`src/rtl/amp_normalizer_if.sv`:
```
// Bus between the amplitude preprocessor and the amplitude normalizer.
// master drives the frame (amplitudes, sum, strobe), slave returns the shares.
interface amp_normalizer_if #(
  parameter int W       = 6,
  parameter int D       = 10,
  parameter int BIN_QTY = 12
);
  localparam int S = W + D + $clog2(BIN_QTY);

  logic [BIN_QTY-1:0][W+D-1:0] noteAmplitudes_i;
  logic [S-1:0]                amplitudeSum_i;
  logic                        start;
  logic [BIN_QTY-1:0][D:0]     noteShares_o;
  logic                        data_v;
  logic                        busy;
  logic [7:0]                  dropped_o;

  modport master (
    output noteAmplitudes_i, amplitudeSum_i, start,
    input  noteShares_o, data_v, busy, dropped_o
  );

  modport slave (
    input  noteAmplitudes_i, amplitudeSum_i, start,
    output noteShares_o, data_v, busy, dropped_o
  );
endinterface

```
`src/rtl/amp_normalizer.sv`:
```
// Amplitude normalizer: divides each bin amplitude by the frame sum using one
// shared serial restoring divider, giving a Q1.D share per bin. A frame takes
// BIN_QTY*(D+1) divide cycles; results are published all at once.
module amp_normalizer #(
  parameter int W       = 6,
  parameter int D       = 10,
  parameter int BIN_QTY = 12
) (
  input logic            clk,
  input logic            rst,
  amp_normalizer_if.slave bus
);
  localparam int S  = W + D + $clog2(BIN_QTY);
  localparam int BI = (BIN_QTY > 1) ? $clog2(BIN_QTY) : 1;
  localparam int BW = $clog2(D + 1);

  localparam logic [BI-1:0] LAST_BIN = BI'(BIN_QTY - 1);
  localparam logic [BW-1:0] TOP_BIT  = BW'(D);
  localparam logic [D:0]    SHARE_ONE = {1'b1, {D{1'b0}}};

  typedef enum logic [1:0] {IDLE, DIV, DONE} state_t;

  state_t                      state;
  logic [BIN_QTY-1:0][W+D-1:0] amp_snap;
  logic [S-1:0]                sum_snap;
  logic [BI-1:0]               bin_idx;
  logic [BW-1:0]               bit_cnt;
  logic [S:0]                  rem;
  logic [D:0]                  quot;
  logic                        clamp;
  logic [BIN_QTY-1:0][D:0]     shadow;

  logic [W+D-1:0] cur_amp;
  logic [S:0]     amp_ext;
  logic [S:0]     sum_ext;
  logic           bin_start;
  logic [S:0]     rem_in;
  logic           clamp_now;
  logic           take;
  logic [S:0]     rem_diff;
  logic [S:0]     rem_next;
  logic [D:0]     quot_next;
  logic [D:0]     share_final;

  assign bus.busy = (state != IDLE);

  // One restoring-divide step for the current bin; the first step of a bin
  // loads the remainder from the amplitude and decides the clamp.
  always_comb begin
    cur_amp     = amp_snap[bin_idx];
    amp_ext     = {{(S + 1 - (W + D)){1'b0}}, cur_amp};
    sum_ext     = {1'b0, sum_snap};
    bin_start   = (bit_cnt == TOP_BIT);
    rem_in      = bin_start ? amp_ext : rem;
    clamp_now   = bin_start ? (amp_ext >= sum_ext) : clamp;
    take        = (rem_in >= sum_ext);
    rem_diff    = take ? (rem_in - sum_ext) : rem_in;
    rem_next    = clamp_now ? '0 : (rem_diff << 1);
    quot_next   = bin_start ? '0 : quot;
    quot_next[bit_cnt] = take;
    share_final = clamp_now ? SHARE_ONE : quot_next;
  end

  // Frame sequencer, divider state, output publication and drop counter.
  always_ff @(posedge clk or negedge rst) begin
    if (!rst) begin
      state            <= IDLE;
      amp_snap         <= '0;
      sum_snap         <= '0;
      bin_idx          <= '0;
      bit_cnt          <= '0;
      rem              <= '0;
      quot             <= '0;
      clamp            <= 1'b0;
      shadow           <= '0;
      bus.noteShares_o <= '0;
      bus.data_v       <= 1'b0;
      bus.dropped_o    <= '0;
    end else begin
      bus.data_v <= 1'b0;
      case (state)
        IDLE: begin
          if (bus.start) begin
            amp_snap <= bus.noteAmplitudes_i;
            sum_snap <= bus.amplitudeSum_i;
            bin_idx  <= '0;
            bit_cnt  <= TOP_BIT;
            if (bus.amplitudeSum_i == '0) begin
              shadow <= '0;
              state  <= DONE;
            end else begin
              state <= DIV;
            end
          end
        end
        DIV: begin
          rem   <= rem_next;
          quot  <= quot_next;
          clamp <= clamp_now;
          if (bit_cnt == '0) begin
            shadow[bin_idx] <= share_final;
            bit_cnt         <= TOP_BIT;
            if (bin_idx == LAST_BIN) begin
              state <= DONE;
            end else begin
              bin_idx <= bin_idx + BI'(1);
            end
          end else begin
            bit_cnt <= bit_cnt - BW'(1);
          end
        end
        DONE: begin
          bus.noteShares_o <= shadow;
          bus.data_v       <= 1'b1;
          state            <= IDLE;
        end
        default: state <= IDLE;
      endcase

      if (bus.start && (state != IDLE) && (bus.dropped_o != 8'hFF)) begin
        bus.dropped_o <= bus.dropped_o + 8'd1;
      end
    end
  end
endmodule

```
`src/flat_wrapper.sv`:
```
// flat-port wrapper written by rule: the top's interface ports become plain ports
module amp_normalizer_flat 
#(
  parameter int W       = 6,
  parameter int D       = 10,
  parameter int BIN_QTY = 12
)
  (clk, rst, bus_noteAmplitudes_i, bus_amplitudeSum_i, bus_start, bus_noteShares_o, bus_data_v, bus_busy, bus_dropped_o);
  amp_normalizer_if #(.W(W), .D(D), .BIN_QTY(BIN_QTY)) bus_i ();
  input logic clk;
  input logic rst;
  input wire logic [$bits(bus_i.noteAmplitudes_i)-1:0] bus_noteAmplitudes_i;
  input wire logic [$bits(bus_i.amplitudeSum_i)-1:0] bus_amplitudeSum_i;
  input wire logic [$bits(bus_i.start)-1:0] bus_start;
  output wire logic [$bits(bus_i.noteShares_o)-1:0] bus_noteShares_o;
  output wire logic [$bits(bus_i.data_v)-1:0] bus_data_v;
  output wire logic [$bits(bus_i.busy)-1:0] bus_busy;
  output wire logic [$bits(bus_i.dropped_o)-1:0] bus_dropped_o;
  assign bus_i.noteAmplitudes_i = bus_noteAmplitudes_i;
  assign bus_i.amplitudeSum_i = bus_amplitudeSum_i;
  assign bus_i.start = bus_start;
  assign bus_noteShares_o = bus_i.noteShares_o;
  assign bus_data_v = bus_i.data_v;
  assign bus_busy = bus_i.busy;
  assign bus_dropped_o = bus_i.dropped_o;
  amp_normalizer #(.W(W), .D(D), .BIN_QTY(BIN_QTY)) u_core (.clk(clk), .rst(rst), .bus(bus_i));
endmodule
```
`config.mk`:
```
export PLATFORM = sky130hd
export DESIGN_NAME = amp_normalizer_flat
export DESIGN_NICKNAME = d
export VERILOG_FILES = /design/src/rtl/amp_normalizer_if.sv /design/src/rtl/amp_normalizer.sv /design/src/flat_wrapper.sv
export SDC_FILE = /design/constraint.sdc
export NUM_CORES = 1
export LEC_CHECK = 0
export ABC_AREA = 1
export CORE_MARGIN = 2
export CORE_UTILIZATION = 55
export DETAILED_ROUTE_END_ITERATION = 8
export MAX_ROUTING_LAYER = met4
export PLACE_DENSITY = 0.89
export SYNTH_ARGS = -nofsm -noshare
export SYNTH_HDL_FRONTEND = slang
export SYNTH_SLANG_ARGS = --single-unit
```
`constraint.sdc`:
```
create_clock -name clk -period 4.5 [get_ports clk]
set_input_delay 0.9 -clock clk [delete_from_list [all_inputs] [get_ports clk]]
set_output_delay 0.9 -clock clk [all_outputs]
set_load 0.02 [all_outputs]
```
## Word level (Yosys, flattened, before mapping)

Cells that the tools add are included.

- Word-level logic and storage cells: 110
- Input port bits: 215
- Output and inout bits: 142
- Bits in registers: 528

- Order comparisons: 6
- Equality and inequality tests: 10
- Add/sub/neg operators: 4
- Reduce and logical (&&, ||, !) cells: 14
- Muxes and demuxes: 31

Operators with widths:

| kind | count |
|---|---|
| 2-to-1 mux 132 bit | 3 |
| case mux 132 bit (2 select lines) | 1 |
| bitwise mux 132 bit | 1 |
| binary-select mux 16 bit (select 4 bit) | 1 |
| demux 11 bit (select 4 bit) | 1 |
| 2-to-1 mux 21 bit | 2 |
| 2-to-1 mux 11 bit | 3 |
| >= comparator 21 x 20 -> 1 bit | 1 |
| >= comparator 16 x 20 -> 1 bit | 1 |
| zero test 20 bit | 1 |
| 2-to-1 mux 20 bit | 1 |
| 2-to-1 mux 4 bit | 5 |
| subtractor 20 bit | 1 |
| 2-to-1 mux 16 bit | 1 |
| case mux 4 bit (2 select lines) | 2 |
| bitwise mux 11 bit | 1 |
| less-than comparator 4 x 5 -> 1 bit, second input constant | 2 |
| adder 8 x 1 -> 8 bit, second input constant | 1 |
| == test 4 bit, second input constant | 2 |
| >= comparator 4 x 1 -> 1 bit, second input constant | 2 |
| 2-to-1 mux 2 bit | 4 |
| inequality test 8 bit, second input constant | 1 |
| AND reduction 4 bit | 2 |
| inequality test 2 x 1 -> 1 bit, second input constant | 3 |
| 14 further kinds | 22 |

## Depth between registers and ports, before layout

Gate-level depths: netlist of the first run.

- Word-level depth: 9
- Depth in mapped cells: 27
- Gate-level depth less buffers: 24

## Worst setup path before layout of the first run

OpenSTA, ideal clock, no wires.

- Kind: register to register
- Start: register u_core.bit_cnt[0]
- End: register u_core.rem[17]
- Clock period less this slack: 3.104 ns
- Required time: 4.382 ns
- Buffers on the path: 3
- Slack: 1.396 ns
- Stages on the path, launching flop included: 23
- Arrival time: 2.986 ns
- Cells stage by stage: dfrtp_1 > inv_1 > ha_1 > nand3_4 > inv_1 > buf_2 > or2_2 > o21ai_0 > inv_1 > ha_1 > nand2_1 > nor2_2 > nand2_1 > nor2_1 > nand3_1 > nand2_1 > nor2_4 > nand2_4 > buf_12 > buf_4 > nand3_1 > nand3_1 > nand2_1

- Cells in the longest elaborated chain, start to end: 5
- Elaborated cells on any way between the ends: 7
- Classes of those cells: add/sub (1); order compare (1); eq/ne (1); mux (4)

RTL lines:

| element | RTL line | source |
|---|---|---|
| start: declaration | amp_normalizer.sv:27 | `logic [BW-1:0] bit_cnt;` |
| start signal: assignment | amp_normalizer.sv:109 | `bit_cnt <= bit_cnt - BW'(1);` |
| == test 4 bit * | amp_normalizer.sv:53 | `bin_start = (bit_cnt == TOP_BIT);` |
| 2-to-1 mux 21 bit | amp_normalizer.sv:54 | `rem_in = bin_start ? amp_ext : rem;` |
| subtractor 20 bit or >= comparator 21 x 20 -> 1 bit (tied branches) | amp_normalizer.sv:57, amp_normalizer.sv:56 |  |
| 2-to-1 mux 20 bit | amp_normalizer.sv:57 | `rem_diff = take ? (rem_in - sum_ext) : rem_in;` |
| 2-to-1 mux 21 bit * | amp_normalizer.sv:58 | `rem_next = clamp_now ? '0 : (rem_diff << 1);` |
| end signal: assignment | amp_normalizer.sv:97 | `rem <= rem_next;` |
| end: declaration | amp_normalizer.sv:28 | `logic [S:0] rem;` |

Mark *: on every way between the ends. The rest lies on a longest branch, timed or not.
A chain may end at the register's enable or synchronous reset.

## Worst setup path in the final report of the first run

- Start: register u_core.bin_idx[0]
- End: register u_core.quot[0]

- Cells in the longest elaborated chain, start to end: 5

RTL lines:

| element | RTL line | source |
|---|---|---|
| start: declaration | amp_normalizer.sv:26 | `logic [BI-1:0] bin_idx;` |
| start signal: assignment | amp_normalizer.sv:106 | `bin_idx <= bin_idx + BI'(1);` |
| binary-select mux 16 bit (select 4 bit) | amp_normalizer.sv:50 | `cur_amp = amp_snap[bin_idx];` |
| 2-to-1 mux 16 bit (not written as such) | amp_normalizer.sv:50 |  |
| 2-to-1 mux 21 bit | amp_normalizer.sv:54 |  |
| >= comparator 21 x 20 -> 1 bit | amp_normalizer.sv:56 | `take = (rem_in >= sum_ext);` |
| bitwise mux 11 bit | amp_normalizer.sv:60 | `quot_next[bit_cnt] = take;` |
| end signal: assignment | amp_normalizer.sv:98 | `quot <= quot_next;` |
| end: declaration | amp_normalizer.sv:29 | `logic [D:0] quot;` |

No other way between the ends. The select of a mux whose other input is x is not followed.

==> flow_summary.toml, run 1 <==
[drt]
drtIter0Drc = 2829
drt_drc_violations_left = 0
num_vias = 23400
postRouteWirelength_um = 75100
postRouteAntennaNets = 0
viasPerCell = 5.62
dr.pass1.iters = 7
wl_per_cell_um = 18.1

[synthesis]
syn_nets = 3504
synth_area_mm2 = 0.0249
syn_area_per_cell_um2 = 7.68
synth-main-ff-cell = "dfrtp_1"
yosys_warnings = 0
synth_edf_count = 0
async_flop_share_pct = 100
yosysSeqAreaShare_pct = 53.0
ys_ff_latch = 527
syn_inst = 3242
synth.distinct_cells = 40

[critical_path]
worst_setup_path_start_kind = "register"
worst-r2r-setup-slack_ps = 300
critPathRequiredTime_ps = 5000
cp_slowest_cell = "nand3b_1"
r2r-start = "u_core.bin_idx[0]"
end_kind = "register"
crit_path_frequent_cell = "nand2_1"
cp_slowest_stage_delay_ps = 560
worstSetupPathType = "reg2reg"
path_cells = "clkinv_2, buf_4, o21ai_0, nand2_1, nand2_1, nand3_1, nand2_1, nand2_1, ha_1, nand2_1, nor2_1, nand2_1, nor2_1, nand3_1, nand2_1, nor2_4, nand3b_1, nand3_1, o21ai_0"
arrival_ps = 4700
ff2ff_path_depth = 19
cp_top_family = "simple AND/OR/NAND/NOR gates"
worstPathMaxFanout = 22
crit_buf_inv = 2
worstReg2RegEnd = "u_core.quot[0]"
critPathLaunch = "u_core.bin_idx[0]"

[job]
maxCapViolations = 0

[floorplanning]
core-area_mm2 = 0.0444
initial_core_util_pct = 56.0
rows = 77
die_h_um = 217
pin_count = 357
die_x_um = 217
dieArea_mm2 = 0.0470

[layout]
layout_commonest_cell = "nand2_1"
fillCellCount = 3243
layout-drive-gt1-share_pct = 5.48
nNetsFinal = 3783
final_cell_mix = "nand2_1, dfrtp_1, clkdlybuf4s50_1, nor2_1, o21ai_0"
synthToLayoutAreaGrowth_pct = 23.7

[clock_network]
insertion_delay_ps = 630
cts_root_buffer = "clkbuf_16"
ctsHoldBuffers = 0
clk_pin_slew_ps = 70
htree_levels = 2
cts_tree = "yes"
cts_num_sinks = 527
ctsLongestPathBuffers = 3
cts-buffers-inserted = 53

[placement]
gp_congestion = 0.942
dp_slack_ps = 277
dp_hpwl_um = 50400
io_buffer_count = 356

[timing]
fin_crit_sh_pct = 93.3
relSlewSlack_pct = 14.3
hold_viol_final = 0
fin_skew_ps = 19.4
hold_slack_ps = 271
postLayoutSetupSlackWorst_ps = 300
fmax_ghz = 0.238
setup_viol = 0
slew_viol_final = 0
rsz0062_at_grt = "false"
tightest_slew_ps = 1280
final.setup.tns_ps = 0
fin_crit_ps = 4200

[global_routing]
use_met3_pct = 5.90
grt_use_met2_pct = 52.6
busiest_layer = "met2"
grt_use_met1_pct = 41.2
grt_pass1_wl_um = 121000
grt.overflow.total = 0
grt_pass1_vias = 23100
grt_usage_pct = 33.4
grt_max_degree = 228
antenna_found_initial = 4

[min_path]
hp-class = "in2async"

[power_and_ir_drop]
leakagePower_nw = 16.7
ir_drop_uv = 302
power_density_mw_per_mm2 = 324

[status]
outcome = "completed"
-- metrics by stage --
step	total power, W	instances	cell area [µm²]	util, %
after global placement	0.00537	4056	28900	65.0
after global routing	0.0102	4157	30800	69.3
after CTS	0.00999	4151	30700	69.2
final	0.00996	4157	30800	69.3
after detailed placement	0.00537	4056	28900	65.0
after floorplan	0.00498	3242	24900	-
-- area by class of cell --
type / count / area (µm²) / share of cell area, %
flip-flops and latches: 527 / 13200 / 42.8
multi-input cells: 2388 / 10400 / 33.7
repair buffers: 403 / 4060 / 13.2
clock buffers: 72 / 1490 / 4.83
well taps: 592 / 741 / 2.41
inverters: 148 / 567 / 1.84
clock inverters: 23 / 357 / 1.16
diodes: 4 / 10.0 / 0.0325
-- per-layer routing --
layer | vias to the layer above | wire length, µm
li1 | 10600 | -
met1 | 11000 | 28100
met2 | 1387 | 35500
met3 | 326 | 6880
met4 | 0 | 4600
met5 | - | 0
-- synthesized netlist by cell type, types with 3 or more instances --
master,instances,area [µm²]
nand3_2,11,110
nand2_2,15,93.8
clkbuf_1,118,443
o22ai_1,4,25.0
buf_2,44,220
dfrtp_1,527,13200
o211ai_1,7,52.6
o21bai_1,3,22.5
buf_4,4,30.0
o21ai_0,159,796
ha_1,46,576
inv_2,5,18.8
nand4_1,57,357
xnor2_1,6,52.6
inv_1,140,526
clkinv_1,3,11.3
nor3_2,10,100
a21oi_1,26,130
nand2_1,1641,6160
a31oi_1,7,43.8
nor2_2,4,25.0
nor2_1,227,852
buf_1,5,18.8
nand3_1,131,656
buf_6,7,78.8
or2_2,4,25.0
nor3_1,4,20.0
xor2_1,11,96.3
-- how the worst max path moves through the flow --
stage / cells past startpoint / endpoint
global route: 21 / u_core.shadow[95]
finish: 19 / u_core.quot[0]
CTS: 20 / u_core.shadow[50]
floorplan: 22 / u_core.rem[17]
detailed placement: 20 / u_core.shadow[50]
global placement: 20 / u_core.shadow[39]
-- registers in the layout, summed over array words and instances, names as in the netlist --
signal                   flops
u_core.bus.dropped_o         8
u_core.amp_snap            192
u_core.state                 2
u_core.bus.noteShares_o    132
u_core.bin_idx               4
u_core.rem                  20
u_core.shadow              132
u_core.clamp                 1
u_core.bit_cnt               4
u_core.sum_snap             20
u_core.bus.data_v            1
u_core.quot                 11
-- where the power goes --
part           internal (W)  switching (W)
logic              0.000249       0.000218
clock network       0.00273        0.00195
registers           0.00477      0.0000407
total               0.00775        0.00221
-- timing repair --
action / 4_1_cts / 5_1_grt
gates resized for setup: 0 / 4
endpoints found under the hold margin: 0 / 0
setup endpoints to repair: 0 / 115
setup buffers: 0 / 2
-- cell families after synthesis --
group                    Yosys count  synth area share [%]
AND/OR/NAND/NOR                 2112                  34.1
flip-flops                       527                  53.0
buffers and inverters            327                  5.49
AO/OA/AOI/OAI                    212                  4.49
adder cells (fa/ha/maj)           47                  2.39
XOR/XNOR                          17                 0.598
(Power assumes the default switching activity.)
==> inputs of run 2 (changes only) <==
--- a/config.mk
+++ b/config.mk
@@ -8,8 +8,8 @@
 export ABC_AREA = 1
 export CORE_MARGIN = 2
-export CORE_UTILIZATION = 55
+export CORE_UTILIZATION = 30
 export DETAILED_ROUTE_END_ITERATION = 8
 export MAX_ROUTING_LAYER = met4
-export PLACE_DENSITY = 0.89
+export PLACE_DENSITY = 0.58
 export SYNTH_ARGS = -nofsm -noshare
 export SYNTH_HDL_FRONTEND = slang
==> constraint.sdc (replaced) <==
create_clock -name clk -period 4.5 [get_ports clk]
set_input_delay 0.9 -clock clk [delete_from_list [all_inputs] [get_ports clk]]
set_output_delay 0.9 -clock clk [all_outputs]
set_load 0.01 [all_outputs]
==> run 2 against run 1 <==
- first-iteration DRC count shrank 34%
- maximum frequency is 3.3% higher
- global-route usage decreased by 14 points
- sequential cell count unchanged
- final area is 3.1% higher
- sequential share of layout area is 1.3 points lower
- wire length increased by 9.6%
- critical path depth rose by 2
- clock skew grew 31 ps
- sequential power is essentially flat
- non-clock buffer count shrank 4
- die area increased by 82%
- critical path type unchanged
- largest cell class unchanged
==> flow_summary.toml, run 2 (synthesis results as in run 1) <==
[status]
outcome = "completed"

[layout]
layout-drive-gt1-share_pct = 6.04
max_flop_register = "u_core.amp_snap"
synthToLayoutAreaGrowth_pct = 27.5
ff_latch_area_mm2 = 0.0132
reg.largest.list = "u_core.amp_snap x192, u_core.bus.noteShares_o x132, u_core.shadow x132"
final_cell_mix = "nand2_1, dfrtp_1, clkdlybuf4s50_1, nor2_1, o21ai_0"
final_area_mm2 = 0.0317
largest_register_ffs = 192
final_core_util_pct = 38.6
fillCellCount = 8471
nNetsFinal = 3786
multi_input_area_mm2 = 0.0104
layout_commonest_cell = "nand2_1"

[timing]
hold_viol_final = 0
rsz0062_at_grt = "false"
fin_crit_ps = 4060
postLayoutSetupSlackWorst_ps = 435
hold_slack_ps = 273
fmax_ghz = 0.246
fin_skew_ps = 50.2
tightest_slew_ps = 1060
setup_viol = 0
slew_viol_final = 0
final.setup.tns_ps = 0
relSlewSlack_pct = 29.3
fin_crit_sh_pct = 90.3

[placement]
io_buffer_count = 356
dp_slack_ps = 537
place_area_mm2 = 0.0295
dp_hpwl_um = 57100
gp_congestion = 0.904

[clock_network]
insertion_delay_ps = 650
cts-buffers-inserted = 60
htree_levels = 2
clk_pin_slew_ps = 60
cts_root_buffer = "clkbuf_16"
cts_resized = 0
post-cts-setup-buffers = 0
ctsLongestPathBuffers = 3
ctsHoldBuffers = 0
cts_tree = "yes"
cts_num_sinks = 527

[power_and_ir_drop]
ir_drop_uv = 341
power_density_mw_per_mm2 = 337
comb_power_share_pct = 4.2
p_seq_share_pct = 45.0
leakagePower_nw = 16.8
switchingPower_w = 0.00237
clkPwrFrac_pct = 50.8
p_sw_share_pct = 22.2
internal_power_w = 0.00832

[floorplanning]
die_x_um = 292
die_h_um = 292
core-area_mm2 = 0.0821
pin_count = 357
initial_core_util_pct = 30.3
rows = 105
dieArea_mm2 = 0.0853

[critical_path]
crit_path_frequent_cell = "nand2_1"
worstPathMaxFanout = 73
worst_setup_path_start_kind = "register"
r2r-start = "u_core.bin_idx[0]"
end_kind = "register"
worstReg2RegEnd = "u_core.shadow[46]"
crit_end = "u_core.shadow[46]"
cp_slowest_stage_delay_ps = 520
worstSetupPathType = "reg2reg"
critPathLaunch = "u_core.bin_idx[0]"
arrival_ps = 4610
ff2ff_path_depth = 21
crit_buf_inv = 3
critPathRequiredTime_ps = 5050
worst-r2r-setup-slack_ps = 440
crit_cells = 21
cp_top_family = "simple AND/OR/NAND/NOR gates"
path_cells = "inv_2, buf_12, nor2_1, o21ai_0, nand2_1, nand3_1, nand2_1, ha_1, inv_1, nand3_1, nand2_2, nand2_1, nand2_1, nand2_1, nand2_1, nand2_2, nand2_4, nand2_2, nand2_2, nand3_1, nand2_1"
cp_slowest_cell = "dfrtp_4"

[global_routing]
antenna_found_initial = 2
grt.overflow.total = 0
grt_max_degree = 212
busiest_layer = "met2"
grt_use_met1_pct = 26.2
grt_usage_pct = 19.7
grt_pass1_vias = 21300
grt_pass1_wl_um = 128000
grt_use_met2_pct = 30.9
use_met3_pct = 3.40

[drt]
postRouteAntennaNets = 0
wl_per_cell_um = 17.7
num_vias = 21700
dr.pass1.iters = 5
drtIter0Drc = 1880
viasPerCell = 4.68
drt_drc_violations_left = 0
postRouteWirelength_um = 82300

[min_path]
hp-class = "in2async"

[job]
maxCapViolations = 0
-- run 2: cell count changes in the layout (fill, tap and decap cells not counted), moves of 3 or more --
| cell | delta |
|---|---|
| clkbuf_16 | +7 |
| clkbuf_8 | +7 |
| buf_4 | -4 |
| clkbuf_1 | -4 |
| clkinv_4 | +4 |
| bufinv_16 | +3 |
-- run 2: power by group through the flow --
| stage | sequential (W) | combinational, W | clock, W |
|---|---|---|---|
| finish | 0.00481 | 0.000448 | 0.00543 |
| global route | 0.00481 | 0.000492 | 0.00575 |
| CTS | 0.00481 | 0.000458 | 0.00557 |
| detailed placement | 0.00490 | 0.000458 | 0 |
| global placement | 0.00490 | 0.000457 | 0 |
| floorplan | 0.00491 | 0.0000498 | 0 |
-- run 2: worst min-delay path by stage --
stage | startpoint | endpoint | slack [ps] | cells after the start
after floorplan | u_core.rem[12] | u_core.rem[12] | 440 | 2
after global placement | u_core.bus.noteShares_o[69] | u_core.bus.noteShares_o[69] | 450 | 2
after detailed placement | u_core.bus.noteShares_o[29] | u_core.bus.noteShares_o[29] | 460 | 2
after CTS | rst | u_core.bus.noteShares_o[2] | 300 | 1
after global routing | rst | u_core.bus.noteShares_o[2] | 330 | 1
final | rst | u_core.bus.noteShares_o[2] | 270 | 1
-- run 2: cell type report --
class / count / share of cell area (%)
inverter: 148 / 1.77
antenna: 2 / 0.0158
clock inverter: 32 / 1.53
tap: 1070 / 4.22
clock buffer: 82 / 5.50
sequential: 527 / 41.6
timing repair buffer: 399 / 12.7
multi-input combinational: 2388 / 32.7
-- run 2: worst register-to-register path, stage by stage, from the launching register on --
cell,delay (ps)
dfrtp_4,520
inv_2,90
buf_12,260
nor2_1,130
o21ai_0,380
nand2_1,150
nand3_1,250
nand2_1,140
ha_1,230
inv_1,90
nand3_1,80
nand2_2,120
nand2_1,60
nand2_1,130
nand2_1,100
nand2_1,110
nand2_2,110
nand2_4,350
nand2_2,110
nand2_2,360
nand3_1,120
nand2_1,90
-- run 2: routing by layer --
layer	wire length [µm]	up-vias
li1	-	10700
met1	37100	10300
met2	38200	649
met3	4570	138
met4	2430	0
met5	0	-
-- run 2: per-stage QoR --
step / total power (W) / instances
3_5_place_dp: 0.00536 / 4532
6_report: 0.0107 / 4648
5_1_grt: 0.0111 / 4648
3_3_place_gp: 0.00536 / 4532
4_1_cts: 0.0108 / 4646
2_1_floorplan: 0.00496 / 3242
